File: src/rtl/shift_sequencer_pkg.sv
// Shared types for the multi-cycle shift unit.
// Op encodings and FSM state enum.
package shift_pkg;

  localparam logic [1:0] OP_SLL = 2'b00;
  localparam logic [1:0] OP_SRL = 2'b01;
  localparam logic [1:0] OP_SRA = 2'b10;

  typedef enum logic [1:0] {
    IDLE  = 2'b00,
    SHIFT = 2'b01,
    DONE  = 2'b10
  } state_e;

endpackage

File: src/rtl/shift_sequencer_if.sv
// Request/result handshake bundle for shift_sequencer.
// master = pipeline side, slave = shift unit.
interface shift_sequencer_if #(
  parameter int WIDTH   = 32,
  parameter int SHAMT_W = 5
);

  logic               req_valid_i;
  logic               req_ready_o;
  logic [WIDTH-1:0]   data_i;
  logic [SHAMT_W-1:0] shamt_i;
  logic [1:0]         op_i;
  logic               res_valid_o;
  logic               res_ready_i;
  logic [WIDTH-1:0]   res_data_o;

  modport master (
    output req_valid_i,
    output data_i,
    output shamt_i,
    output op_i,
    output res_ready_i,
    input  req_ready_o,
    input  res_valid_o,
    input  res_data_o
  );

  modport slave (
    input  req_valid_i,
    input  data_i,
    input  shamt_i,
    input  op_i,
    input  res_ready_i,
    output req_ready_o,
    output res_valid_o,
    output res_data_o
  );

endinterface

File: src/rtl/shift_sequencer_step.sv
// One-bit shift stage; reserved op code falls back to SLL.
// Purely combinational.
module shift_step
  import shift_pkg::*;
#(
  parameter int WIDTH = 32
) (
  input  logic [1:0]       op,
  input  logic [WIDTH-1:0] din,
  output logic [WIDTH-1:0] dout
);

  always_comb begin
    dout = {din[WIDTH-2:0], 1'b0};
    unique case (1'b1)
      (op == OP_SRL): dout = {1'b0, din[WIDTH-1:1]};
      (op == OP_SRA): dout = {din[WIDTH-1], din[WIDTH-1:1]};
      default: ;
    endcase
  end

endmodule

File: src/rtl/shift_sequencer.sv
// Multi-cycle SLL/SRL/SRA unit beside the EX-stage ALU.
// Applies one 1-bit step per cycle, shamt times.
module shift_sequencer
  import shift_pkg::*;
#(
  parameter int WIDTH   = 32,
  parameter int SHAMT_W = 5
) (
  input  logic               clk_i,
  input  logic               rst_i,
  input  logic               flush_i,
  shift_sequencer_if.slave   bus,
  output logic               busy_o
);

  state_e             state;
  state_e             next;
  logic [WIDTH-1:0]   acc;
  logic [WIDTH-1:0]   acc_step;
  logic [SHAMT_W-1:0] cnt;
  logic [1:0]         op_q;
  logic               accept;

  assign bus.req_ready_o = (state == IDLE) & ~flush_i;
  assign accept          = bus.req_valid_i & bus.req_ready_o;
  assign bus.res_valid_o = (state == DONE);
  assign bus.res_data_o  = acc;
  assign busy_o          = (state != IDLE);

  shift_step #(.WIDTH(WIDTH)) u_step (
    .op   (op_q),
    .din  (acc),
    .dout (acc_step)
  );

  always_ff @(posedge clk_i or negedge rst_i) begin
    if (!rst_i) state <= IDLE;
    else        state <= next;
  end

  always_comb begin
    next = state;
    unique case (state)
      IDLE: begin
        if (accept)
          next = (bus.shamt_i == '0) ? DONE : SHIFT;
      end
      SHIFT: begin
        if (cnt == SHAMT_W'(1)) next = DONE;
      end
      DONE: begin
        if (bus.res_ready_i) next = IDLE;
      end
      default: next = IDLE;
    endcase
    if (flush_i) next = IDLE;
  end

  // A flush freezes acc/cnt; only the state returns to IDLE.
  always_ff @(posedge clk_i or negedge rst_i) begin
    if (!rst_i) begin
      acc  <= '0;
      cnt  <= '0;
      op_q <= OP_SLL;
    end else if (accept) begin
      acc  <= bus.data_i;
      cnt  <= bus.shamt_i;
      op_q <= bus.op_i;
    end else if (state == SHIFT && !flush_i) begin
      acc  <= acc_step;
      cnt  <= cnt - SHAMT_W'(1);
    end
  end

endmodule

File: src/flat_wrapper.sv
// flat-port wrapper written by rule: the top's interface ports become plain ports
module shift_sequencer_flat import shift_pkg::*;
#(
  parameter int WIDTH   = 32,
  parameter int SHAMT_W = 5
)
  (clk_i, rst_i, flush_i, busy_o, bus_req_valid_i, bus_data_i, bus_shamt_i, bus_op_i, bus_res_ready_i, bus_req_ready_o, bus_res_valid_o, bus_res_data_o);
  shift_sequencer_if #(.WIDTH(WIDTH), .SHAMT_W(SHAMT_W)) bus_i ();
  input  logic clk_i;
  input  logic rst_i;
  input  logic flush_i;
  output logic busy_o;
  input wire logic [$bits(bus_i.req_valid_i)-1:0] bus_req_valid_i;
  input wire logic [$bits(bus_i.data_i)-1:0] bus_data_i;
  input wire logic [$bits(bus_i.shamt_i)-1:0] bus_shamt_i;
  input wire logic [$bits(bus_i.op_i)-1:0] bus_op_i;
  input wire logic [$bits(bus_i.res_ready_i)-1:0] bus_res_ready_i;
  output wire logic [$bits(bus_i.req_ready_o)-1:0] bus_req_ready_o;
  output wire logic [$bits(bus_i.res_valid_o)-1:0] bus_res_valid_o;
  output wire logic [$bits(bus_i.res_data_o)-1:0] bus_res_data_o;
  assign bus_i.req_valid_i = bus_req_valid_i;
  assign bus_i.data_i = bus_data_i;
  assign bus_i.shamt_i = bus_shamt_i;
  assign bus_i.op_i = bus_op_i;
  assign bus_i.res_ready_i = bus_res_ready_i;
  assign bus_req_ready_o = bus_i.req_ready_o;
  assign bus_res_valid_o = bus_i.res_valid_o;
  assign bus_res_data_o = bus_i.res_data_o;
  shift_sequencer #(.WIDTH(WIDTH), .SHAMT_W(SHAMT_W)) u_core (.clk_i(clk_i), .rst_i(rst_i), .flush_i(flush_i), .bus(bus_i), .busy_o(busy_o));
endmodule
File: config.mk
export PLATFORM = sky130hd
export DESIGN_NAME = shift_sequencer_flat
export DESIGN_NICKNAME = d
export VERILOG_FILES = /design/src/rtl/shift_sequencer_pkg.sv /design/src/rtl/shift_sequencer_if.sv /design/src/rtl/shift_sequencer_step.sv /design/src/rtl/shift_sequencer.sv /design/src/flat_wrapper.sv
export SDC_FILE = /design/constraint.sdc
export NUM_CORES = 1
export LEC_CHECK = 0
export ABC_AREA = 1
export ABC_CLOCK_PERIOD_IN_PS = 1450
export CORE_MARGIN = 5
export CORE_UTILIZATION = 44
export CTS_CLUSTER_DIAMETER = 120
export DETAILED_ROUTE_END_ITERATION = 12
export PLACE_DENSITY = 0.86
export SLEW_MARGIN = 20
export SYNTH_ARGS = -nofsm -noshare
export SYNTH_HDL_FRONTEND = slang
export SYNTH_HIERARCHICAL = 1
export SYNTH_SLANG_ARGS = --single-unit
export TNS_END_PERCENT = 1
File: constraint.sdc
create_clock -name clk_i -period 1.45 [get_ports clk_i]
set_clock_uncertainty 0.1 [all_clocks]
set_input_delay 0.2175 -clock clk_i [delete_from_list [all_inputs] [get_ports clk_i]]
set_output_delay 0.2175 -clock clk_i [all_outputs]
set_load 0.01 [all_outputs]
Word-level counts from Yosys, hierarchy flattened --
Cells that the tools add are included.
Storage, ports and cells: bits in registers 41, output and inout bits 35
Operators by class: equality and inequality tests 9, add/sub/neg operators 1, reduce and logical (&&, ||, !) cells 8, muxes and demuxes 11, bitwise gates (word level) 3
Operators with widths (count):
- $mux W32 | 2
- $pmux W32 S2 | 1
- $mux W2 | 5
- $mux W5 | 2
- $ne A3 B2 Y1 const B | 2
- $pmux W2 S3 | 1
- $eq A5 B1 Y1 const B | 1
- $logic_not A5 Y1 | 1
- $sub A5 B1 Y5 const B | 1
- $eq A2 B1 Y1 const B | 2
- $eq A2 B2 Y1 const B | 2
- $reduce_bool A2 Y1 | 2
- $ne A3 B3 Y1 const B | 1
- $reduce_and A3 Y1 | 1
- $and A1 B1 Y1 | 2
- $logic_not A2 Y1 | 1
- $ne A2 B1 Y1 const B | 1
- $reduce_and A2 Y1 | 1
- $logic_and A1 B1 Y1 | 1
- $logic_not A1 Y1 | 1
- $not A1 Y1 | 1

Logic depth before layout (Yosys ltp) --
word-level depth 6, mapped depth 9, gate-level depth less buffers 8

Hierarchy --
Netlist, hierarchy kept.
Modules (own cells, without submodules):
- shift_sequencer | instances 1, area an instance 2144.6 sq um, cells an instance 251
- shift_step | instances 1, area an instance 752.0 sq um, cells an instance 172

Worst setup path after synthesis --
No wires, ideal clock.
path type register -> register, start point register u_core.op_q[0], end point register u_core.acc[25], in the netlist u_core/bus.res_data_o[25], buffers on the path 2, arrival 1.199 ns, slack 0.030 ns, data required time 1.229 ns, stages on the path, launching flop included 9, period minus slack after synthesis 1.420 ns, path through dfrtp_1 inv_1 ha_1 buf_6 buf_2 nand2_1 nand2_1 nand2_1 nand3_2
Between the ends: cells in the longest elaborated chain, start to end 4
RTL lines:
- start, declared | line shift_sequencer.sv:21 | logic [1:0] op_q;
- start signal, assigned | line shift_sequencer.sv:68 | op_q <= bus.op_i;
- $eq A2 B2 Y1 or $eq A2 B1 Y1 (tied branches) | line shift_sequencer_step.sv:17, shift_sequencer_step.sv:16
- $pmux W32 S2 (*) | line shift_sequencer_step.sv:15 | unique case (1'b1)
- named net u_core.acc_step[25] | line shift_sequencer.sv:19 | logic [WIDTH-1:0] acc_step;
- $mux W32 (*) | line shift_sequencer.sv:69 | end else if (state == SHIFT && !flush_i) begin
- $mux W32 (*) | line shift_sequencer.sv:65 | end else if (accept) begin
- end signal, assigned | line shift_sequencer.sv:66 | acc <= bus.data_i;
- end signal, assigned | line shift_sequencer.sv:70 | acc <= acc_step;
- end, declared | line shift_sequencer.sv:18 | logic [WIDTH-1:0] acc;
The timed path passes the listed nets; every way through them passes the cells marked *. The select of a mux whose other input is x is not followed. A chain may end at the register's enable or synchronous reset.

Final worst setup path --
start point register u_core.op_q[1], end point register u_core.acc[23], in the netlist u_core/bus.res_data_o[23]
Same word-level chain as after synthesis.

==> impl_results.md <==
- Outcome: finished, violations left
- Failing checks: negative setup slack
- Core ar.: ~6400 sq um
- Endpoints failing setup: 4
- Ports: 79
- Area grow syn2layout: 39.4%
- Cell taking the most area after synthesis: dfrtp_1
- Req. time, crit path: ~1.5 ns
- Critical path type: reg -> reg
- CTS tree: done
- Final Slew Violations: 0
- Die area: about 8300 sq um
- Pint: about 4.6 mW
- Critical-path maximum fanout: 24
- Fin worst setup slack: -0.0152 ns
- Combinational group share of total power: 60.1%
- Area contributors post-synth: dfrtp_1 35%, nand2_1 26%, nand3_2 6.2%, inv_1 5.7%, nand2_2 4.3%
- Synth unique cells: 24
- Fmax: 0.682 GHz
- Initial antenna violation count: 0
- DRC: 0
- Antenna Nets Post-Route: 0
- P per Cell Area: 2020 nW/um^2
- Worst Hold Class: in -> async
- RSZ-0062 raised after global routing: true
- Synth warn: 6
- Clock Power Share: a little over an eighth
- CP Launch Type: register
- Total GRT Usage: approximately 18%
- DP Area: slightly below 4000 sq um
- Min Tclk post-route: around 1.5 ns
- DP HPWL: approximately 5.6 mm
- DR pass1 iterations: 5
- Worst-path clk slew: approximately 0.090 ns
- Lkg Pwr: between 2 and 2.5 nW
- Total grt overflow: 0
- Avg Cell Area, Syn: 6.85 sq um
- Synthesized area: around 2900 sq um
- Post-synthesis cell count: about 420
- Sequential element share of the synthesized area: a little over a third
- Actual slew at the worst max-slew pin: roughly 0.39 ns
- Share of layout cells above drive strength 1: roughly a fifth
- Switching power total: between 3 and 4 mW
- Wirelength per Cell: approximately 13 um
- Final nets: roughly 570
- Synth Flop Type: dfrtp_1
- Worst-Skew Late Latency: between 0.2 and 0.3 ns
- Top cells by count, synth: 199 x nand2_1, 44 x inv_1, 41 x dfrtp_1
- Top-count cell post-synth: nand2_1
- # Post-CTS Setup Buffers: 0
- Net Sw Frac: 44.1%
- Final instance area: approximately 4000 sq um
- CTS root buffer: clkbuf_8
- Largest net degree at the start of global routing: 34
- Max-Cap Viols: 0
- #FFs+latches synth: between 40 and 50
- Syn Nets: 471
- Setup TNS Final: -0.0324 ns
- H-tree Lvls: 2
- Row cnt: 29
- Async SR Flop Fraction: 100%
- DR vias: 2863
- Peak VDD IR: around 1100 uV
- Relative slew margins: around 74%
- EDFF count, synth: 0
- ANT cells: 0
- Sequential power share: a little over a quarter
- Initial Utilization: a little under half
- Vias in the first global route: 2884
- DRT Wirelength: 7.51 mm
- DR iter-0 viols: 140
- Hold Fails Final Rpt: 0
- Die X: ~90 um
- Largest buffer count on any clock path: 2
- Gpl congestion: 0.850
- Final period util: 101%
- First-pass GRT wire length: 12.6 mm
- Total chip power: between 8 and 9 mW
- Pre-CTS setup slack: -0.401 ns
- Arr. time, crit path: 1.55 ns
- WHS: between 0.2 and 0.3 ns
- DR vias/cell: around 4.8
- CP Capture Type: register
- Top cell type's share of synthesized area: 35.4%
- Die H: between 90 and 100 um
- PortBufs: 78
- TritonCTS buffer count: 5
- Clk sinks: between 40 and 50
-- placed cells by master, fill, tap and decap left out, drive strengths merged --
cell type      count
xnor2              1
dlygate4sd2       32
o21bai             1
clkinv             1
clkdlybuf4s50     42
nor2              38
nand2            219
a21oi              2
nand3             42
o211ai             2
nand3b             1
dfrtp             41
inv               47
clkbuf             6
buf               31
dlygate4sd3        1
bufinv             2
ha                 4
nand4              1
clkdlybuf4s15      1
o21ai              3
-- path summary, 6_finish.rpt --
path | cells past startpoint | end | slack [ns] | startpoint
min in group clk_i | 3 | u_core/bus.res_data_o[7]$_DFFE_PN0P_ | 0.38 | bus_data_i[7]
setup reg to reg | 7 | u_core/bus.res_data_o[23]$_DFFE_PN0P_ | -0.02 | u_core/op_q[1]$_DFFE_PN0P_
hold reg to reg | 2 | u_core/cnt[1]$_DFFE_PN0P_ | 0.43 | u_core/cnt[1]$_DFFE_PN0P_
hold / removal | 2 | u_core/state[1]$_DFFE_PN0P_ | 0.26 | rst_i
setup / recovery | 7 | u_core/bus.res_data_o[23]$_DFFE_PN0P_ | -0.02 | u_core/op_q[1]$_DFFE_PN0P_
max in group asynchronous | 3 | u_core/bus.res_data_o[17]$_DFFE_PN0P_ | 0.52 | rst_i
-- area by class of cell --
class | instances | area [sq um]
Fill cell | 574 | 2350
Multi-Input combinational cell | 314 | 1510
Sequential cell | 41 | 1030
Clock inverter | 3 | 65.1
Inverter | 47 | 179
Tap cell | 77 | 96.3
Timing Repair Buffer | 108 | 1090
Clock buffer | 5 | 68.8
-- repair_timing --
item / 4_1_cts / 5_1_grt
pin swaps: 3 / 11
hold endpoints to repair: 12 / 0
cloned: 0 / 2
endpoints found under the setup margin: 64 / 40
hold buffers: 1 / 0
resized for setup: 45 / 14
-- cells by family after synthesis --
logic type      after synthesis  synth area share, %
simple gates                301                 47.5
buf+inv                      68                 13.3
flops                        41                 35.4
compound gates                8                 1.77
fa+ha+maj                     4                 1.73
xor+xnor                      1                0.302
-- worst max-delay path, stage by stage, from the launching register on --
cell and delay [ns]:
dfrtp_1 0.43, ha_4 0.34, buf_12 0.16, nor2_1 0.06, nand2_1 0.07, nand2_1 0.05, nand2_1 0.08, nand3_2 0.07
-- state kept, by name, indices dropped and copies added, names as in the netlist --
| register | cells |
|---|---|
| u_core/state | 2 |
| u_core/bus.res_data_o | 32 |
| u_core/op_q | 2 |
| u_core/cnt | 5 |
-- metal layers --
metal,wire [um],vias to the layer above,part of all wire (%),track usage (%)
li1,-,1462,-,-
met1,2970,1307,40,19.9
met2,3930,86,52,33.0
met3,535,8,7.1,5.21
met4,72,0,0.96,4.28
met5,0,-,0,0
-- power by group through the flow --
stage          registers [mW]  clock network, mW  logic [mW]
5_1_grt                  2.21               1.17        5.46
2_1_floorplan            2.24                  0        3.03
6_report                 2.13               1.12        4.90
4_1_cts                  2.13               1.13        4.67
3_3_place_gp             2.13                  0        4.67
3_5_place_dp             2.15                  0        4.89
-- stage by stage --
stage | util [%] | cells
detailed placement | 60.5 | 584
finish | 63.2 | 595
global placement | 60.5 | 584
CTS | 62.2 | 593
floorplan | - | 423
global route | 63.2 | 595
Power figures use the tool's default switching activity.
